==> src/rtl/c_drain_stream.sv <==
// c_drain_stream: walks the C buffer readback port in row-major order after
// the matrix core finishes and re-emits each accumulator as a narrowed
// valid/ready stream with a last marker.
//
// Optional feature macro: C_DRAIN_SAT_EN
//   defined   -> signed saturation to OUT_W bits, sat_o is sticky per drain
//   undefined -> two's-complement truncation to OUT_W bits, sat_o tied low
//
// state   | meaning
// --------+---------------------------------------------------------------
// S_IDLE  | waiting for start_i; all outputs quiet
// S_RUN   | issuing C reads 0..cnt-1, throttled by FIFO credit
// S_DRAIN | all reads issued; waiting for the FIFO and read pipe to empty

module c_drain_stream #(
  parameter int N     = 4,
  parameter int ACC_W = 32,
  parameter int OUT_W = 16
) (
  input  logic                    clk,
  input  logic                    rst_n,
  input  logic                    start_i,
  input  logic [$clog2(N*N):0]    count_i,
  output logic                    c_rd_en,
  output logic [$clog2(N*N)-1:0]  c_rd_addr,
  input  logic [ACC_W-1:0]        c_rd_data,
  output logic                    out_valid,
  input  logic                    out_ready,
  output logic [OUT_W-1:0]        out_data,
  output logic                    out_last,
  output logic                    busy_o,
  output logic                    done_o,
  output logic                    sat_o
);

  localparam int NN    = N * N;
  localparam int AW    = $clog2(NN);
  localparam int CW    = AW + 1;
  localparam int DEPTH = 4;

  localparam logic [1:0] S_IDLE  = 2'd0;
  localparam logic [1:0] S_RUN   = 2'd1;
  localparam logic [1:0] S_DRAIN = 2'd2;

  // control state
  logic [1:0]       state_q, state_d;
  logic [CW-1:0]    cnt_q, cnt_d;
  logic [CW-1:0]    issue_q, issue_d;
  logic [CW-1:0]    wr_cnt_q, wr_cnt_d;
  logic             rd_en_q, rd_en_d;
  logic [AW-1:0]    rd_addr_q, rd_addr_d;
  logic             rd_vld_q;
  logic             busy_q, busy_d;
  logic             done_q, done_d;

  // result FIFO
  logic [OUT_W-1:0] fifo_data_q [DEPTH];
  logic [OUT_W-1:0] fifo_data_d [DEPTH];
  logic [DEPTH-1:0] fifo_last_q, fifo_last_d;
  logic [1:0]       wr_ptr_q, wr_ptr_d;
  logic [1:0]       rd_ptr_q, rd_ptr_d;
  logic [2:0]       fill_q, fill_d;

  // registered stream head
  logic             out_valid_q, out_valid_d;
  logic [OUT_W-1:0] out_data_q, out_data_d;
  logic             out_last_q, out_last_d;

  logic             start_acc;
  logic [CW-1:0]    count_lim;
  logic             push;
  logic             pop;
  logic             wr_last;
  logic             credit_ok;
  logic [OUT_W-1:0] narrow_data;

  assign start_acc = (state_q == S_IDLE) && start_i;
  assign count_lim = (count_i > CW'(NN)) ? CW'(NN) : count_i;

  // read data is valid exactly one cycle after the strobe
  assign push    = rd_vld_q;
  assign pop     = out_valid_q & out_ready;
  assign wr_last = (wr_cnt_q == (cnt_q - CW'(1)));

`ifdef C_DRAIN_SAT_EN
  logic [ACC_W-OUT_W:0] acc_hi;
  logic                 narrow_clamp;
  logic                 sat_q, sat_d;

  // every bit from the OUT_W sign position up must agree or the value is out of range
  assign acc_hi       = c_rd_data[ACC_W-1:OUT_W-1];
  assign narrow_clamp = !((&acc_hi) || !(|acc_hi));

  // saturate out-of-range accumulators to the nearest representable extreme
  always_comb begin
    narrow_data = c_rd_data[OUT_W-1:0];
    if (narrow_clamp) begin
      narrow_data = c_rd_data[ACC_W-1] ? {1'b1, {(OUT_W-1){1'b0}}}
                                       : {1'b0, {(OUT_W-1){1'b1}}};
    end
  end

  // sticky clamp flag, cleared by each accepted start
  always_comb begin
    sat_d = sat_q;
    if (start_acc) begin
      sat_d = 1'b0;
    end else if (push && narrow_clamp) begin
      sat_d = 1'b1;
    end
  end

  // clamp flag register
  always_ff @(posedge clk or negedge rst_n) begin
    if (!rst_n) begin
      sat_q <= 1'b0;
    end else begin
      sat_q <= sat_d;
    end
  end

  assign sat_o = sat_q;
`else
  logic unused_hi;

  // the upper accumulator bits are intentionally dropped (wrap)
  assign unused_hi   = ^c_rd_data[ACC_W-1:OUT_W-1];
  assign narrow_data = c_rd_data[OUT_W-1:0];
  assign sat_o       = 1'b0;
`endif

  // FIFO bookkeeping: write returned data, pop on handshake, refresh the head
  always_comb begin
    fifo_data_d = fifo_data_q;
    fifo_last_d = fifo_last_q;
    wr_ptr_d    = wr_ptr_q;
    rd_ptr_d    = rd_ptr_q;
    fill_d      = fill_q;
    wr_cnt_d    = wr_cnt_q;

    if (start_acc) begin
      wr_cnt_d = '0;
    end

    if (push) begin
      fifo_data_d[wr_ptr_q] = narrow_data;
      fifo_last_d[wr_ptr_q] = wr_last;
      wr_ptr_d              = wr_ptr_q + 2'd1;
      wr_cnt_d              = wr_cnt_q + CW'(1);
    end

    if (pop) begin
      rd_ptr_d = rd_ptr_q + 2'd1;
    end

    case ({push, pop})
      2'b10:   fill_d = fill_q + 3'd1;
      2'b01:   fill_d = fill_q - 3'd1;
      default: fill_d = fill_q;
    endcase
  end

  // next head of stream; a write into an empty slot at the head bypasses the array
  always_comb begin
    out_valid_d = (fill_d != 3'd0);
    out_data_d  = out_data_q;
    out_last_d  = 1'b0;
    if (out_valid_d) begin
      if (push && (wr_ptr_q == rd_ptr_d)) begin
        out_data_d = narrow_data;
        out_last_d = wr_last;
      end else begin
        out_data_d = fifo_data_q[rd_ptr_d];
        out_last_d = fifo_last_q[rd_ptr_d];
      end
    end
  end

  // a read may issue only if every in-flight element still has a FIFO slot
  assign credit_ok = ({1'b0, fill_d} + {3'b000, rd_en_q}) < 4'd4;

  // sequencing: accept start, walk the addresses, then wait for the pipe to empty
  always_comb begin
    state_d   = state_q;
    cnt_d     = cnt_q;
    issue_d   = issue_q;
    rd_en_d   = 1'b0;
    rd_addr_d = rd_addr_q;
    busy_d    = busy_q;
    done_d    = 1'b0;

    case (state_q)
      S_IDLE: begin
        if (start_i) begin
          cnt_d     = count_lim;
          issue_d   = '0;
          rd_addr_d = '0;
          busy_d    = 1'b1;
          state_d   = (count_lim == '0) ? S_DRAIN : S_RUN;
        end
      end
      S_RUN: begin
        if (credit_ok) begin
          rd_en_d   = 1'b1;
          rd_addr_d = issue_q[AW-1:0];
          issue_d   = issue_q + CW'(1);
          if ((issue_q + CW'(1)) == cnt_q) begin
            state_d = S_DRAIN;
          end
        end
      end
      S_DRAIN: begin
        // the read issued last cycle has not reached the FIFO yet
        if ((fill_d == 3'd0) && !rd_en_q) begin
          done_d  = 1'b1;
          busy_d  = 1'b0;
          state_d = S_IDLE;
        end
      end
      default: begin
        state_d = S_IDLE;
        busy_d  = 1'b0;
      end
    endcase
  end

  // control and read-port registers
  always_ff @(posedge clk or negedge rst_n) begin
    if (!rst_n) begin
      state_q   <= S_IDLE;
      cnt_q     <= '0;
      issue_q   <= '0;
      wr_cnt_q  <= '0;
      rd_en_q   <= 1'b0;
      rd_addr_q <= '0;
      rd_vld_q  <= 1'b0;
      busy_q    <= 1'b0;
      done_q    <= 1'b0;
    end else begin
      state_q   <= state_d;
      cnt_q     <= cnt_d;
      issue_q   <= issue_d;
      wr_cnt_q  <= wr_cnt_d;
      rd_en_q   <= rd_en_d;
      rd_addr_q <= rd_addr_d;
      rd_vld_q  <= rd_en_q;
      busy_q    <= busy_d;
      done_q    <= done_d;
    end
  end

  // FIFO storage and registered stream outputs
  always_ff @(posedge clk or negedge rst_n) begin
    if (!rst_n) begin
      for (int i = 0; i < DEPTH; i++) begin
        fifo_data_q[i] <= '0;
      end
      fifo_last_q <= '0;
      wr_ptr_q    <= '0;
      rd_ptr_q    <= '0;
      fill_q      <= '0;
      out_valid_q <= 1'b0;
      out_data_q  <= '0;
      out_last_q  <= 1'b0;
    end else begin
      for (int i = 0; i < DEPTH; i++) begin
        fifo_data_q[i] <= fifo_data_d[i];
      end
      fifo_last_q <= fifo_last_d;
      wr_ptr_q    <= wr_ptr_d;
      rd_ptr_q    <= rd_ptr_d;
      fill_q      <= fill_d;
      out_valid_q <= out_valid_d;
      out_data_q  <= out_data_d;
      out_last_q  <= out_last_d;
    end
  end

  assign c_rd_en   = rd_en_q;
  assign c_rd_addr = rd_addr_q;
  assign out_valid = out_valid_q;
  assign out_data  = out_data_q;
  assign out_last  = out_last_q;
  assign busy_o    = busy_q;
  assign done_o    = done_q;

endmodule

==> config.mk <==
export PLATFORM = sky130hd
export DESIGN_NAME = c_drain_stream
export DESIGN_NICKNAME = d
export VERILOG_FILES = /design/src/rtl/c_drain_stream.sv
export SDC_FILE = /design/constraint.sdc
export NUM_CORES = 1
export LEC_CHECK = 0
export ABC_AREA = 1
export CAP_MARGIN = 20
export CELL_PAD_IN_SITES_DETAIL_PLACEMENT = 2
export CELL_PAD_IN_SITES_GLOBAL_PLACEMENT = 2
export CORE_MARGIN = 1
export CORE_UTILIZATION = 30
export DETAILED_ROUTE_END_ITERATION = 8
export HOLD_SLACK_MARGIN = 0.12
export PLACE_DENSITY = 0.81
export RECOVER_POWER = 50
export SETUP_SLACK_MARGIN = 0.2
export SYNTH_ARGS = -nofsm -noshare
export SYNTH_HDL_FRONTEND = slang
export SYNTH_SLANG_ARGS = --single-unit
==> constraint.sdc <==
create_clock -name clk -period 2.2 [get_ports clk]
set_input_delay 0.33 -clock clk [delete_from_list [all_inputs] [get_ports clk]]
set_output_delay 0.33 -clock clk [all_outputs]
set_load 0.005 [all_outputs]
==> impl_metrics.py <==
metrics = {
    "synth": {
        "ys_seq_elements": 118,
        "yosysWarnings": 0,
        "async_flop_share_pct": 100,
        "synthTopCellsByArea": "dfrtp_1 53%, nand2_1 17%, nand3_1 6.9%",
        "avgSynthCellArea_um2": 8.02,
        "post_synth_num_cell_types": 34,
        "seq_area_frac_synth_pct": 52.5,
        "synth_top_area_share_pct": 52.5,
        "synth_edf_count": 0,
        "synthTopCellsByCount": "261 x nand2_1, 118 x dfrtp_1, 78 x nand3_1, 77 x o21ai_0, 62 x inv_1",
        "synth_top_area_cell": "dfrtp_1",
        "yosysMostFrequentCell": "nand2_1",
        "netlist_area_um2": 5620,
        "synth_fp_nets": 751,
        "ys.flop_type": "dfrtp_1",
        "synthCells": 701,
    },
    "hold_path": {
        "min_path_cells": 0,
        "min_path_type": "reg -> reg",
    },
    "die": {
        "dieArea_um2": 19300,
        "ioPinCount": 67,
        "fp.dieW_um": 139,
        "initial_core_util_pct": 31.0,
        "row_count": 49,
        "die_h_um": 139,
        "core_um2": 18100,
    },
    "worst_setup_path": {
        "r2r_cells": 12,
        "critPathMaxStageDelay_ps": 450,
        "path_class": "reg -> reg",
        "crit_fanout": 5,
        "slowest_stage": "fa_2",
        "timing.critical_path.buf_inv": 4,
        "path_depth": 12,
        "required_ps": 2510,
        "end_kind": "flop",
        "critPathTopFamily": "adder cells",
        "startpoint_type": "flop",
        "crit_arrival_ps": 2570,
        "crit_chain": "nand2_2, inv_2, ha_4, inv_2, fa_2, o21ai_4, nand3_2, nand3_4, nor2_4, buf_6, buf_6, o21a_1",
    },
    "routing": {
        "drtIter0Drc": 220,
        "drcViolationCount": 3,
        "totalWireLength_um": 20800,
        "dr.pass1.iters": 8,
        "wl_per_cell_um": 20.2,
        "via_per_inst": 5.12,
        "ant_nets": 0,
        "vias": 5278,
    },
    "sta": {
        "fin_ws_ps": -64.3,
        "setup_violations": 21,
        "fmaxAchievable_ghz": 0.442,
        "finalClockSkew_ps": 7.62,
        "tns_ps": -299,
        "slew_headroom_pct": 38.8,
        "rsz0062_at_grt": "yes",
        "hold_violations": 0,
        "drv_slew": 0,
        "min_period_over_period_pct": 103,
        "period_needed_ps": 2260,
        "worstMarginPinSlew_ps": 918,
    },
    "placed_design": {
        "port_buffers": 49,
        "dp.final_hpwl_um": 12500,
        "place_congestion": 0.748,
    },
    "outcome": {
        "status": "complete, but fails checks",
        "violations": "design-rule violations, negative setup slack",
    },
    "cts": {
        "numCtsBuffers": 17,
        "insertion_delay_ps": 420,
        "clock-sinks": 118,
        "tritoncts": "yes",
        "clock_path_buffers": 2,
        "clkTransAtPathRegs_ps": 60,
        "cts_root_buf": "clkbuf_16",
        "htreeDepth": 4,
    },
    "global_route": {
        "grt_max_degree": 46,
        "antenna_found_initial": 0,
        "overflow": 0,
        "grt_use_total_pct": 22.2,
        "grt_pass1_vias": 6033,
        "grt_pass1_wl_um": 33000,
    },
    "run": {
        "drv_cap": 0,
    },
    "cells_and_area": {
        "fin_util_pct": 41.2,
        "antenna_cells": 0,
        "layout-drive-gt1-share_pct": 14.4,
        "syn_to_final_growth_pct": 32.9,
        "fin_nets": 838,
    },
    "pwr": {
        "peakVddDrop_mv": 0.766,
        "power_leakage_nw": 3.69,
        "power_density_nw_per_um2": 1900,
    },
}
## registers in the layout, indices dropped and copies added (netlist names)
| signal | count |
|---|---|
| cnt_q | 5 |
| c_rd_addr | 4 |
| fifo_last_q | 4 |
| state_q | 2 |
| issue_q | 5 |
| fill_q | 3 |
| c_rd_en | 1 |
| push | 1 |
| done_o | 1 |
| fifo_data_q | 64 |
| rd_ptr_q | 2 |
| out_data | 16 |
| out_last | 1 |
| wr_ptr_q | 2 |
| out_valid | 1 |
| busy_o | 1 |
| wr_cnt_q | 5 |
## path summary, 6_finish.rpt
kind / from / end / slack, ps
max in group asynchronous: rst_n / fifo_data_q[24] / 370
setup / recovery: out_valid / issue_q[0] / -60
setup reg to reg: out_valid / issue_q[0] / -60
hold reg to reg: c_rd_en / push / 470
hold / removal: c_rd_en / push / 470
min in group asynchronous: rst_n / state_q[1] / 570
## layout by cell type (no fill, tap or decap), types with 2 or more instances in the layout
cell type,n
clkdlybuf4s50_1,48
nor3_1,2
clkinv_2,2
clkbuf_8,6
nor2_1,19
clkbuf_1,3
nor2_4,2
buf_6,5
nand3_2,2
o22ai_1,4
clkbuf_4,2
nand2_2,9
buf_4,31
inv_2,6
nand3_1,75
o22ai_2,2
xor2_1,3
bufinv_16,3
a21oi_1,5
ha_1,7
nand2_1,251
clkinvlp_4,2
o211ai_1,2
nand2_4,7
inv_1,57
o21ai_0,71
dfrtp_1,118
buf_12,5
xnor2_1,3
o21ai_1,6
nand4_1,5
clkbuf_16,18
## power by group
| part | total, mW | internal [mW] | switching [mW] | leakage [nW] |
|---|---|---|---|---|
| combinational | 7.19 | 2.86 | 4.32 | 1.94 |
| sequential | 4.03 | 3.27 | 0.762 | 1.45 |
| clock | 2.99 | 1.96 | 1.03 | 0.306 |
| total | 14.2 | 8.09 | 6.11 | 3.69 |
## through the flow
stage / hold slack [ps] / instance area [µm²] / std cells / setup WS [ps] / power [mW]
floorplan: 34.4 / 5660 / 701 / 178 / 7.60
global placement: 320 / 6630 / 983 / -379 / 9.81
detailed placement: 328 / 6630 / 983 / -539 / 10.3
CTS: 428 / 7330 / 1021 / -34.2 / 13.7
global route: 485 / 7470 / 1030 / -160 / 15.3
finish: 472 / 7470 / 1030 / -64.3 / 14.2
## kinds of logic after synthesis
logic type	count (synthesis)	share of synthesized area [%]
and+or+nand+nor	377	28.0
DFF	118	52.5
AOI/OAI and AO/OA	95	8.99
buffers and inverters	92	6.59
adders and majority gates	9	2.14
xor gates and xnor gates	8	1.51
other	1	0.0667
muxes	1	0.178
## cell type report
class                   count  area [µm²]
well taps                 229         287
flip-flops and latches    118        2950
repair buffers             95         928
clock buffers              25         515
multi-input cells         491        2420
fillers                  1995       10700
inverters                  65         251
clock inverters             7         115
## metal layers
metal / global-route usage [%] / routed length, µm / share of wire, %
met1: 26.3 / 9010 / 43
met2: 39.4 / 10800 / 52
met3: 3.76 / 607 / 2.9
met4: 9.53 / 408 / 2.0
met5: 0 / 0 / 0
## timing repair
action	4_1_cts	5_1_grt
setup buffers	5	8
endpoints found under the hold margin	30	0
gates cloned	0	1
hold buffers	1	0
gates resized for setup	10	25
pin swaps	13	10
endpoints found under the setup margin	32	34
Note: power is estimated with default switching activity, not from simulation.
==> variant (same settings) <==
`N`: 4 -> 8.
--- a/src/rtl/c_drain_stream.sv
+++ b/src/rtl/c_drain_stream.sv
@@ -13,7 +13,7 @@
 // S_DRAIN | all reads issued; waiting for the FIFO and read pipe to empty
 
 module c_drain_stream #(
-  parameter int N     = 4,
+  parameter int N     = 8,
   parameter int ACC_W = 32,
   parameter int OUT_W = 16
 ) (
Ports: changed (resized c_rd_addr and count_i); port bits go from 67 to 71. No check against the original RTL was run, so the function may have changed too.
==> variant against the original RTL <==
The flow finishes with violations (negative setup slack). Wire length increased by 9.5%. Cell area increased by 10%. Synthesized area increased by 8.5%. Synthesized cell count increased by 8.7%. Power increased by 2.9%. Count of clock-buffer cells in the layout decreased by 5. Core utilization increased by 0.66 points. Sequential cell count increased by 8. Worst setup slack got worse by 61 ps. Largest power group unchanged. Combinational power increased by 3.2%. Critical path type unchanged. Cell count increased by 11%.
==> variant: results (changes against the original RTL) <==
critPathMaxFanout: 3  # -2
vias: 5765  # +9.2%
grt_use_total: 0.230  # +0.00862
dp_worst_setup_slack_ps: -627  # -88.4 ps
netlist_top_cells_count: "nand2_1, dfrtp_1, nand3_1"
clkTransAtPathRegs_ps: 60  # about the same
power_leakage_nw: 3.99  # +7.9%
grt_start_max_net_pins: 76  # +65%
run_status: "finished with violations"
clk_path_buf_depth: 2  # unchanged
ys.flop_type: "dfrtp_1"
drive_gt1_frac: 0.174  # +0.0303
grt_pass1_vias: 6352  # +5.3%
firstDrtPassIters: 4  # -4
finClkSkew_ps: 8.62  # +1.00 ps
dp_hpwl_um: 13800  # +11%
place_inst: 1092  # +11%
syn_inst: 762  # +8.7%
place.gp.congestion: 0.756  # +1.2%
largest_reg_flops: 64  # unchanged
tns_ps: -261  # +38.6 ps
vias_per_cell: 5.06  # -1.2%
finalWorstSetupSlack_ps: -125  # -61.1 ps
antennaDiodeCount: 0  # unchanged
cts-root-buf: "clkbuf_16"
dr.first_iter.drc_count: 314  # +43%
cp.arrival_ps: 2620  # +50 ps
violations: "negative setup slack"
numCtsBuffers: 17  # unchanged
ys_top_cells_by_area: "dfrtp_1, nand2_1, nand3_1"
min_path_type: "input port to async pin"
ys_seq_area_frac: 0.517  # -0.00813
ir_worst_vdd_mv: 0.660  # -14%
htree_num_levels: 4  # unchanged
r2r_slack_ps: -130  # -60 ps
clk_latency_ps: 430
grt_first_pass_wirelength_um: 35700  # +8.3%
synthDistinctLibCells: 35  # +2.9%
port_buffers: 53  # +8.2%
yosys_warnings: 0  # unchanged
syn_nets: 814  # +8.4%
post_drt_wl_per_cell_um: 20.0  # -0.96%
nFillCells: 2155  # +8.0%
top_register: "fifo_data_q"
antenna_found_initial: 0  # unchanged
tightest_slew_ps: 1380  # +459 ps
placed_area_sq_mm: 0.00727  # +9.7%
layout.nets: 913  # +8.9%
finalSetupViolations: 13  # -38%
synth-async-reset-ratio: 1.00  # unchanged
==> variant: cell types whose count changed after synthesis, sizes merged, moves of 3 or more <==
cell / unedited run / this run
nand3: 78 / 101
dfrtp: 118 / 126
o31ai: 0 / 4
xor2: 4 / 7
nor2: 21 / 30
clkbuf: 16 / 19
a21oi: 7 / 10
o21ai: 78 / 90
==> variant: routing by layer <==
metal / global-route usage / up-vias / part of all wire
met3: 0.0341 / 36 / 0.030
met5: 0 / - / 0
met1: 0.289 / 2957 / 0.44
li1: - / 2650 / -
met2: 0.397 / 122 / 0.50
met4: 0.0898 / 0 / 0.023
==> variant: area by class of cell <==
type	count	area (sq um)	share of cell area
Sequential cell	126	3150	0.382
Multi-Input combinational cell	539	2830	0.343
Timing Repair Buffer	110	1070	0.130
Clock buffer	20	467	0.0566
Tap cell	265	332	0.0402
Inverter	67	262	0.0317
Clock inverter	12	136	0.0165
==> variant: final timing paths <==
check | start | to | cells past startpoint
max | out_valid | busy_o | 15
min | rst_n | issue_q[5] | 2
max reg2reg | out_valid | busy_o | 15
min reg2reg | fifo_data_q[27] | fifo_data_q[27] | 2
max in group asynchronous | rst_n | fifo_data_q[33] | 3
min in group clk | fifo_data_q[27] | fifo_data_q[27] | 2
==> variant: kinds of logic (layout without fill, tap and decap cells) <==
logic type,count (synthesis),in the layout,share of synthesized area
and+or+nand+nor,405,405,0.276
DFF,126,126,0.517
AOI/OAI and AO/OA,111,111,0.0958
buffers and inverters,97,209,0.0630
xor gates and xnor gates,12,12,0.0256
adders and majority gates,9,9,0.0197
other,1,1,0.000615
muxes,1,1,0.00185
==> variant: where the power goes <==
group / leakage, nW / total (mW) / internal, mW / switching [mW]
Sequential: 1.55 / 4.29 / 3.40 / 0.889
Combinational: 2.15 / 7.42 / 3.05 / 4.37
Clock: 0.289 / 2.89 / 1.76 / 1.13
Total: 3.99 / 14.6 / 8.22 / 6.39
==> variant: worst max-delay path, stage by stage, from the launching register on <==
cell,delay [ps]
dfrtp_1,390
nand2_2,100
inv_2,60
ha_4,160
fa_2,360
nand2_2,100
nand3_2,70
nand2_2,90
nand2_4,70
buf_6,120
clkinv_4,40
nand3b_1,140
nand2_2,120
o21ai_2,80
o21ai_2,180
nand2_1,110
==> variant: timing repair <==
action                     CTS  global route
gates cloned                 0             0
hold endpoints to repair   126             0
setup buffers               12             2
setup endpoints to repair   39            40
pin swaps                   18            14
resized for setup           41            40
hold buffers                 1             0
==> variant: metrics by stage <==
| step | total power [mW] | hold slack [ps] |
|---|---|---|
| after floorplan | 7.75 | 34.4 |
| after global placement | 10.0 | 141 |
| after detailed placement | 10.4 | 141 |
| after CTS | 14.2 | 226 |
| after global routing | 15.6 | 287 |
| final | 14.6 | 262 |
